==> src/rtl/display_req_arbiter.sv <==
// Round-robin arbiter that shares one 7-segment digit among NREQ debounced push-button requesters.
// Each grant lasts at least HOLD_CYCLES cycles. The outputs are registered, and code is the index+1 of the owner.
module display_req_arbiter #(
  parameter int NREQ        = 6,
  parameter int DEB_CYCLES  = 4,
  parameter int HOLD_CYCLES = 8
) (
  input  logic            clk,
  input  logic            rst_n,
  input  logic [NREQ-1:0] req,
  output logic [NREQ-1:0] grant,
  output logic [2:0]      code,
  output logic            code_valid,
  output logic [NREQ-1:0] req_db
);

  localparam int DW = (DEB_CYCLES > 1) ? $clog2(DEB_CYCLES) : 1;
  localparam int HW = (HOLD_CYCLES > 1) ? $clog2(HOLD_CYCLES) : 1;

  localparam logic [0:0] ST_IDLE = 1'b0;
  localparam logic [0:0] ST_HOLD = 1'b1;

  logic [NREQ-1:0] sync1;
  logic [NREQ-1:0] sync2;
  logic [DW-1:0]   deb_cnt [NREQ];
  logic [0:0]      state;
  logic [2:0]      rr_ptr;
  logic [HW-1:0]   hold_cnt;
  logic            pick_found;
  logic [2:0]      pick_idx;
  logic [3:0]      cand;

  always_ff @(posedge clk or negedge rst_n) begin
    if (!rst_n) begin
      sync1 <= '0;
      sync2 <= '0;
    end else begin
      sync1 <= req;
      sync2 <= sync1;
    end
  end

  // A line toggles only after DEB_CYCLES consecutive synchronised cycles that disagree with it.
  always_ff @(posedge clk or negedge rst_n) begin
    if (!rst_n) begin
      req_db <= '0;
      for (int i = 0; i < NREQ; i++) deb_cnt[i] <= '0;
    end else begin
      for (int i = 0; i < NREQ; i++) begin
        if (sync2[i] == req_db[i]) begin
          deb_cnt[i] <= '0;
        end else if (deb_cnt[i] == DW'(DEB_CYCLES - 1)) begin
          req_db[i]  <= ~req_db[i];
          deb_cnt[i] <= '0;
        end else begin
          deb_cnt[i] <= deb_cnt[i] + 1'b1;
        end
      end
    end
  end

  // The search starts after the last winner. While in HOLD, the final slot is the current owner, so it is skipped.
  always_comb begin
    pick_found = 1'b0;
    pick_idx   = '0;
    cand       = '0;
    for (int k = 1; k <= NREQ; k++) begin
      cand = {1'b0, rr_ptr} + 4'(k);
      if (cand >= 4'(NREQ)) cand = cand - 4'(NREQ);
      if (!pick_found && req_db[cand[2:0]] && (k < NREQ || state == ST_IDLE)) begin
        pick_found = 1'b1;
        pick_idx   = cand[2:0];
      end
    end
  end

  always_ff @(posedge clk or negedge rst_n) begin
    if (!rst_n) begin
      state      <= ST_IDLE;
      rr_ptr     <= 3'(NREQ - 1);
      hold_cnt   <= '0;
      grant      <= '0;
      code       <= '0;
      code_valid <= 1'b0;
    end else begin
      case (state)
        ST_IDLE: begin
          if (pick_found) begin
            state      <= ST_HOLD;
            rr_ptr     <= pick_idx;
            hold_cnt   <= HW'(HOLD_CYCLES - 1);
            grant      <= NREQ'(1) << pick_idx;
            code       <= pick_idx + 3'd1;
            code_valid <= 1'b1;
          end
        end
        default: begin
          if (hold_cnt != '0) begin
            hold_cnt <= hold_cnt - 1'b1;
          end else if (pick_found) begin
            rr_ptr     <= pick_idx;
            hold_cnt   <= HW'(HOLD_CYCLES - 1);
            grant      <= NREQ'(1) << pick_idx;
            code       <= pick_idx + 3'd1;
            code_valid <= 1'b1;
          end else if (req_db[rr_ptr]) begin
            hold_cnt <= HW'(HOLD_CYCLES - 1);
          end else begin
            state      <= ST_IDLE;
            grant      <= '0;
            code       <= '0;
            code_valid <= 1'b0;
          end
        end
      endcase
    end
  end

endmodule

==> config.mk <==
export PLATFORM = sky130hd
export DESIGN_NAME = display_req_arbiter
export DESIGN_NICKNAME = d
export VERILOG_FILES = /design/src/rtl/display_req_arbiter.sv
export SDC_FILE = /design/constraint.sdc
export NUM_CORES = 1
export LEC_CHECK = 0
export ABC_CLOCK_PERIOD_IN_PS = 11000
export CAP_MARGIN = 20
export CORE_MARGIN = 2
export CORE_UTILIZATION = 62
export DETAILED_ROUTE_END_ITERATION = 8
export PLACE_DENSITY = 0.85
export SYNTH_ARGS = -nofsm -noshare
export SYNTH_HDL_FRONTEND = slang
export SYNTH_SLANG_ARGS = --single-unit
==> constraint.sdc <==
create_clock -name clk -period 11 [get_ports clk]
set_clock_uncertainty 0.15 [all_clocks]
set_input_delay 2.2 -clock clk [delete_from_list [all_inputs] [get_ports clk]]
set_output_delay 2.2 -clock clk [all_outputs]
set_load 0.1 [all_outputs]
Yosys cells after proc, flatten, opt, wreduce, memory -nomap -nowiden
Cells that the tools add are included.

Add/subtract/negate cells: 20. $lt $le $gt $ge: 13. Eq/ne operators: 14. Shifts and indexed selects: 1. Muxes and demuxes: 72. Bitwise operators: 13. Reductions and logical operators: 22.

Operators with widths (number): $mux W3 (25); $mux W6 (5); $lt A3 B4 Y1 const B (7); $ge A4 B3 Y1 const B (6); $mux W2 (12); $mux W1 (23); $bmux W1 S3 (7); $sub A3 B3 Y3 const B (6); $reduce_and A2 Y1 (7); $not A1 Y1 (13); $add A2 B1 Y2 const B (6); $add A3 B3 Y4 const B (3); $eq A2 B2 Y1 const B (6); $add A3 B2 Y4 const B (2); $eq A1 B1 Y1 (6); $logic_and A1 B1 Y1 (6); $reduce_bool A3 Y1 (2); $shl A1 B3 Y6 const A (1); $logic_not A1 Y1 (5); $add A3 B1 Y4 const B (1); $add A3 B1 Y3 const B (1); $ne A3 B3 Y1 const B (1); $reduce_and A3 Y1 (1); $sub A3 B1 Y3 const B (1); other kinds (2) (2).

Flip-flop bits (word level): 47. Input bits: 8. Output and inout port bits: 16.

Depth between registers and ports, before layout
Depth after elaboration: 26. Mapped depth: 15.

Worst setup path before layout
OpenSTA, ideal clock, no wires.

Path type: register to register. Start: register rr_ptr[1]. End: register code[2]. Arrival time: 3.322 ns. Data required time: 10.767 ns. Slack: 7.445 ns. Stages on the path, launching flop included: 15. Clock period less this slack: 3.555 ns. Path through: dfrtp_1 -> clkbuf_1 -> inv_1 -> ha_1 -> buf_2 -> a211oi_2 -> xnor2_1 -> mux2i_1 -> mux2i_4 -> nor3b_2 -> a21oi_1 -> a2bb2oi_1 -> ha_1 -> ha_1 -> o21ai_0.

Word-level cells in the longest chain between the ends: 26. Elaborated cells on any way between the ends: 69. Those cells by class: add/sub (13); order compare (6); eq/ne (1); mux (36); reduce/logical (13).

RTL lines: start, declared (RTL line 27) `logic [2:0] rr_ptr;`; start signal, assigned (RTL line 80) `rr_ptr <= 3'(NREQ - 1);`; start signal, assigned (RTL line 90) `rr_ptr <= pick_idx;`; start signal, assigned (RTL line 101) `rr_ptr <= pick_idx;`; $add A3 B1 Y4 (RTL line 68) `cand = {1'b0, rr_ptr} + 4'(k);`; $ge A4 B3 Y1 or $sub A3 B3 Y3 (tied branches) (RTL line 69) `if (cand >= 4'(NREQ)) cand = cand - 4'(NREQ);`; $mux W3 (RTL line 69); $bmux W1 S3 (RTL line 70) `if (!pick_found && req_db[cand[2:0]] && (k < NREQ || state == ST_IDLE)) begin`; $mux W1 (implied by the code) (RTL line 70); $mux W1 (RTL line 70); $logic_not A1 Y1 (RTL line 70); $logic_and A1 B1 Y1 (RTL line 70); [... 10 more ...]; $logic_not A1 Y1 (RTL line 70); $logic_and A1 B1 Y1 (2 in a row) (RTL line 70); $mux W3 (*) (RTL line 70); named net pick_idx[0] (RTL line 30) `logic [2:0] pick_idx;`; $add A3 B1 Y3 (*) (RTL line 93, 104); $mux W3 (RTL line 100) `end else if (pick_found) begin`; $mux W3 (RTL line 98) `if (hold_cnt != '0) begin`; $mux W3 (*) (RTL line 86) `case (state)`; end signal, assigned (RTL line 93) `code <= pick_idx + 3'd1;`; end signal, assigned (RTL line 104) `code <= pick_idx + 3'd1;`; end, declared (RTL line 12) `output logic [2:0] code,`.

Mark *: on every way through the listed nets, which the timed path passes. The rest lies on a longest branch. The select of a mux whose other input is x is not followed. A chain may end at the register's enable or synchronous reset.

Worst setup path after layout
Start: register req_db[0]. End: output port req_db[0].

RTL lines: start, declared (RTL line 14) `output logic [NREQ-1:0] req_db`; start signal, assigned by index (RTL line 53) `req_db[i] <= ~req_db[i];`.

No word-level cell between the ends.

==> summary.txt <==
Clock network
  • CTS Sinks: 47
  • CTS tree: yes
  • Post-CTS Hold Buffers: 0
  • Post CTS Setup Buffer Count: 0
  • Reg clk slew, reported paths: roughly 0.09 ns
  • H-tree levels: 2
  • Root Buffer: clkbuf_8
  • CTS Buffer Depth: 2
  • Clock Latency Late Sink: around 0.31 ns
  • Post-cts resize count: 0
  • TritonCTS buffer count: 5

Synth
  • Most used DFF post-synth: dfrtp_1
  • Syn Nets: 294
  • Syn avg cell area: around 11 sq um
  • YS warnings: 0
  • Area share of the largest cell type after synthesis: 0.3981
  • Mapped Cells: 262
  • Commonest cells post-synth: dfrtp_1, ha_1, nand2_1
  • Post-synth top area cell: dfrtp_1
  • Seq/Total Area, Yosys: 0.4166
  • Synth async-reset ratio: 1.000
  • Flops & latches, synth: between 40 and 50
  • Count leader, synth: dfrtp_1
  • Post-synth cell types: 59
  • Netlist Area Pre-Place: between 2000 and 3000 sq um
  • Number of synthesized flops with an enable pin: 0
  • Ranking of synthesized cells by area: dfrtp_1, ha_1, mux2_2

Finish
  • Synthesis-to-layout area growth: 14.06%
  • Layout fillers: 312
  • Layout net count: between 300 and 400
  • Design area: 3227 sq um
  • Layout cells sized above 1: 0.1259
  • ANT cells: 0
  • Layout Cells excl Fill: between 300 and 400

Critical path
  • Crit path largest cell delay: about 1.2 ns
  • Startpoint Class: flop
  • Arr. time, crit path: roughly 1.9 ns
  • Worst Path Required: a little under 9 ns
  • Crit end category: output port
  • Crit-path cells: clkdlybuf4s50_1
  • Cell family with most CP delay: buffers and inverters
  • Critical path type: reg -> out
  • CP Buf/Inv Count: 1
  • CP max-delay cell: clkdlybuf4s50_1
  • CP max FO: 6

Global routing
  • GRT Residual Overflow: 0
  • Vias in the first global route: roughly 2100
  • First-pass GRT wire length: 10.10 mm
  • Initial antenna violation count: 0
  • Pin count of the biggest net entering global routing: 48
  • GRT Total Usage: 0.2534

Floorplanning
  • Number of top-level pins: 24
  • Die height: a little over 70 um
  • Initial Utilization: 0.6453
  • Die area: between 5000 and 6000 sq um
  • Rows: 24
  • Area of the core: 4384 sq um
  • Die width: around 70 um

Place
  • Pre-CTS WS: a little over 7 ns
  • GPL Wtd Cong: a little under 0.9
  • IO buf count: 23
  • DP Wirelength: 4.139 mm
  • Placed cell area: slightly above 3000 sq um
  • Dpl cells: roughly 330

Timing
  • Final Hold Vio Count: 0
  • Setup-failing EPs final: 0
  • Max-slew headroom: 0.3379
  • Fin crit share: 0.3903
  • Top achievable clock speed: ~230 MHz
  • Max Slew Vio Count: 0
  • Minimum clock period: ~4.3 ns
  • RSZ-0062 raised after global routing: false
  • Setup TNS: 0 ns
  • Final worst slack: 6.706 ns
  • Worst Max-Slew Pin Slew: slightly below 1 ns

Drt
  • Detailed Route WL: approximately 5.9 mm
  • DRC marker count from the first detailed-route iteration: 103
  • Average wire per standard cell: between 15 and 20 um
  • Vias after detailed routing: between 2000 and 2500
  • First-pass iteration count of the detailed router: 5
  • Final ANT Viol Nets: 0
  • DRC Markers: 0
  • Via density: about 6.2

Job
  • Max Cap Violations: 0

Run status
  • Outcome: completed

Min path
  • Hold WC Path Type: reg -> reg
## placed cells by master (no fill, tap or decap), types with 6 or more instances in the layout
master	synthesis	final
dfrtp_1	45	45
inv_1	7	7
a21oi_1	9	9
nand2_1	24	24
nand3_1	6	6
nor2b_1	7	7
o21ai_0	9	9
mux2_2	10	10
xnor2_1	10	10
ha_1	24	24
nor2_1	9	9
nor3_1	12	12
mux2i_1	9	9
clkdlybuf4s50_1	0	22
## registers in the layout (all words and copies together) (netlist names)
signal / flops
code: 3
rr_ptr: 3
hold_cnt: 3
grant: 6
sync1: 6
sync2: 6
state: 1
req_db: 6
deb_cnt: 12
code_valid: 1
## path summary, 6_finish.rpt
kind	start	end	slack [ns]	cells after the start
worst min-delay path	sync1[5]	sync2[5]	0.21	0
min in group asynchronous	rst_n	sync1[4]	1.56	1
worst max-delay path	req_db[0]	req_db[0]	6.71	1
worst min register to register	sync1[5]	sync2[5]	0.21	0
worst max register to register	rr_ptr[1]	grant[1]	6.98	12
max in group asynchronous	rst_n	rr_ptr[0]	8.65	2
## kinds of logic (layout without fill, tap and decap cells)
| kind of cell | after synthesis | count (layout) | synth area share |
|---|---|---|---|
| adder cells (fa/ha/maj) | 24 | 24 | 0.1061 |
| AND/OR/NAND/NOR | 80 | 80 | 0.1601 |
| flip-flops | 47 | 47 | 0.4166 |
| multiplexers | 21 | 21 | 0.08448 |
| AO/OA/AOI/OAI | 62 | 62 | 0.1619 |
| XOR/XNOR | 13 | 13 | 0.04290 |
| buffers and inverters | 15 | 39 | 0.02787 |
## area by class of cell
| cell class | count | area, sq um | area share |
|---|---|---|---|
| multi-input cells | 200 | 1572 | 0.4870 |
| flip-flops and latches | 47 | 1179 | 0.3653 |
| repair buffers | 24 | 245.2 | 0.07600 |
| clock inverters | 3 | 71.32 | 0.02210 |
| clock buffers | 5 | 68.82 | 0.02133 |
| well taps | 52 | 65.06 | 0.02016 |
| inverters | 7 | 26.28 | 0.008143 |
## per-layer routing
metal,vias to the layer above,global-route usage,routed length (um)
met3,13,0.03657,285
met1,1016,0.3474,2713
met4,0,0.08176,106
met2,67,0.4187,2808
met5,-,0,0
li1,999,-,-
## through the flow
step	utilization	hold slack (ns)
after floorplan	-	0.1812
after global placement	0.6995	0.1827
after detailed placement	0.6995	0.1878
after CTS	0.7315	0.2091
after global routing	0.7360	0.2130
final	0.7360	0.2055
Power is not shown: default switching activity piles up to over one toggle a cycle in this logic, so the estimate is an artifact.
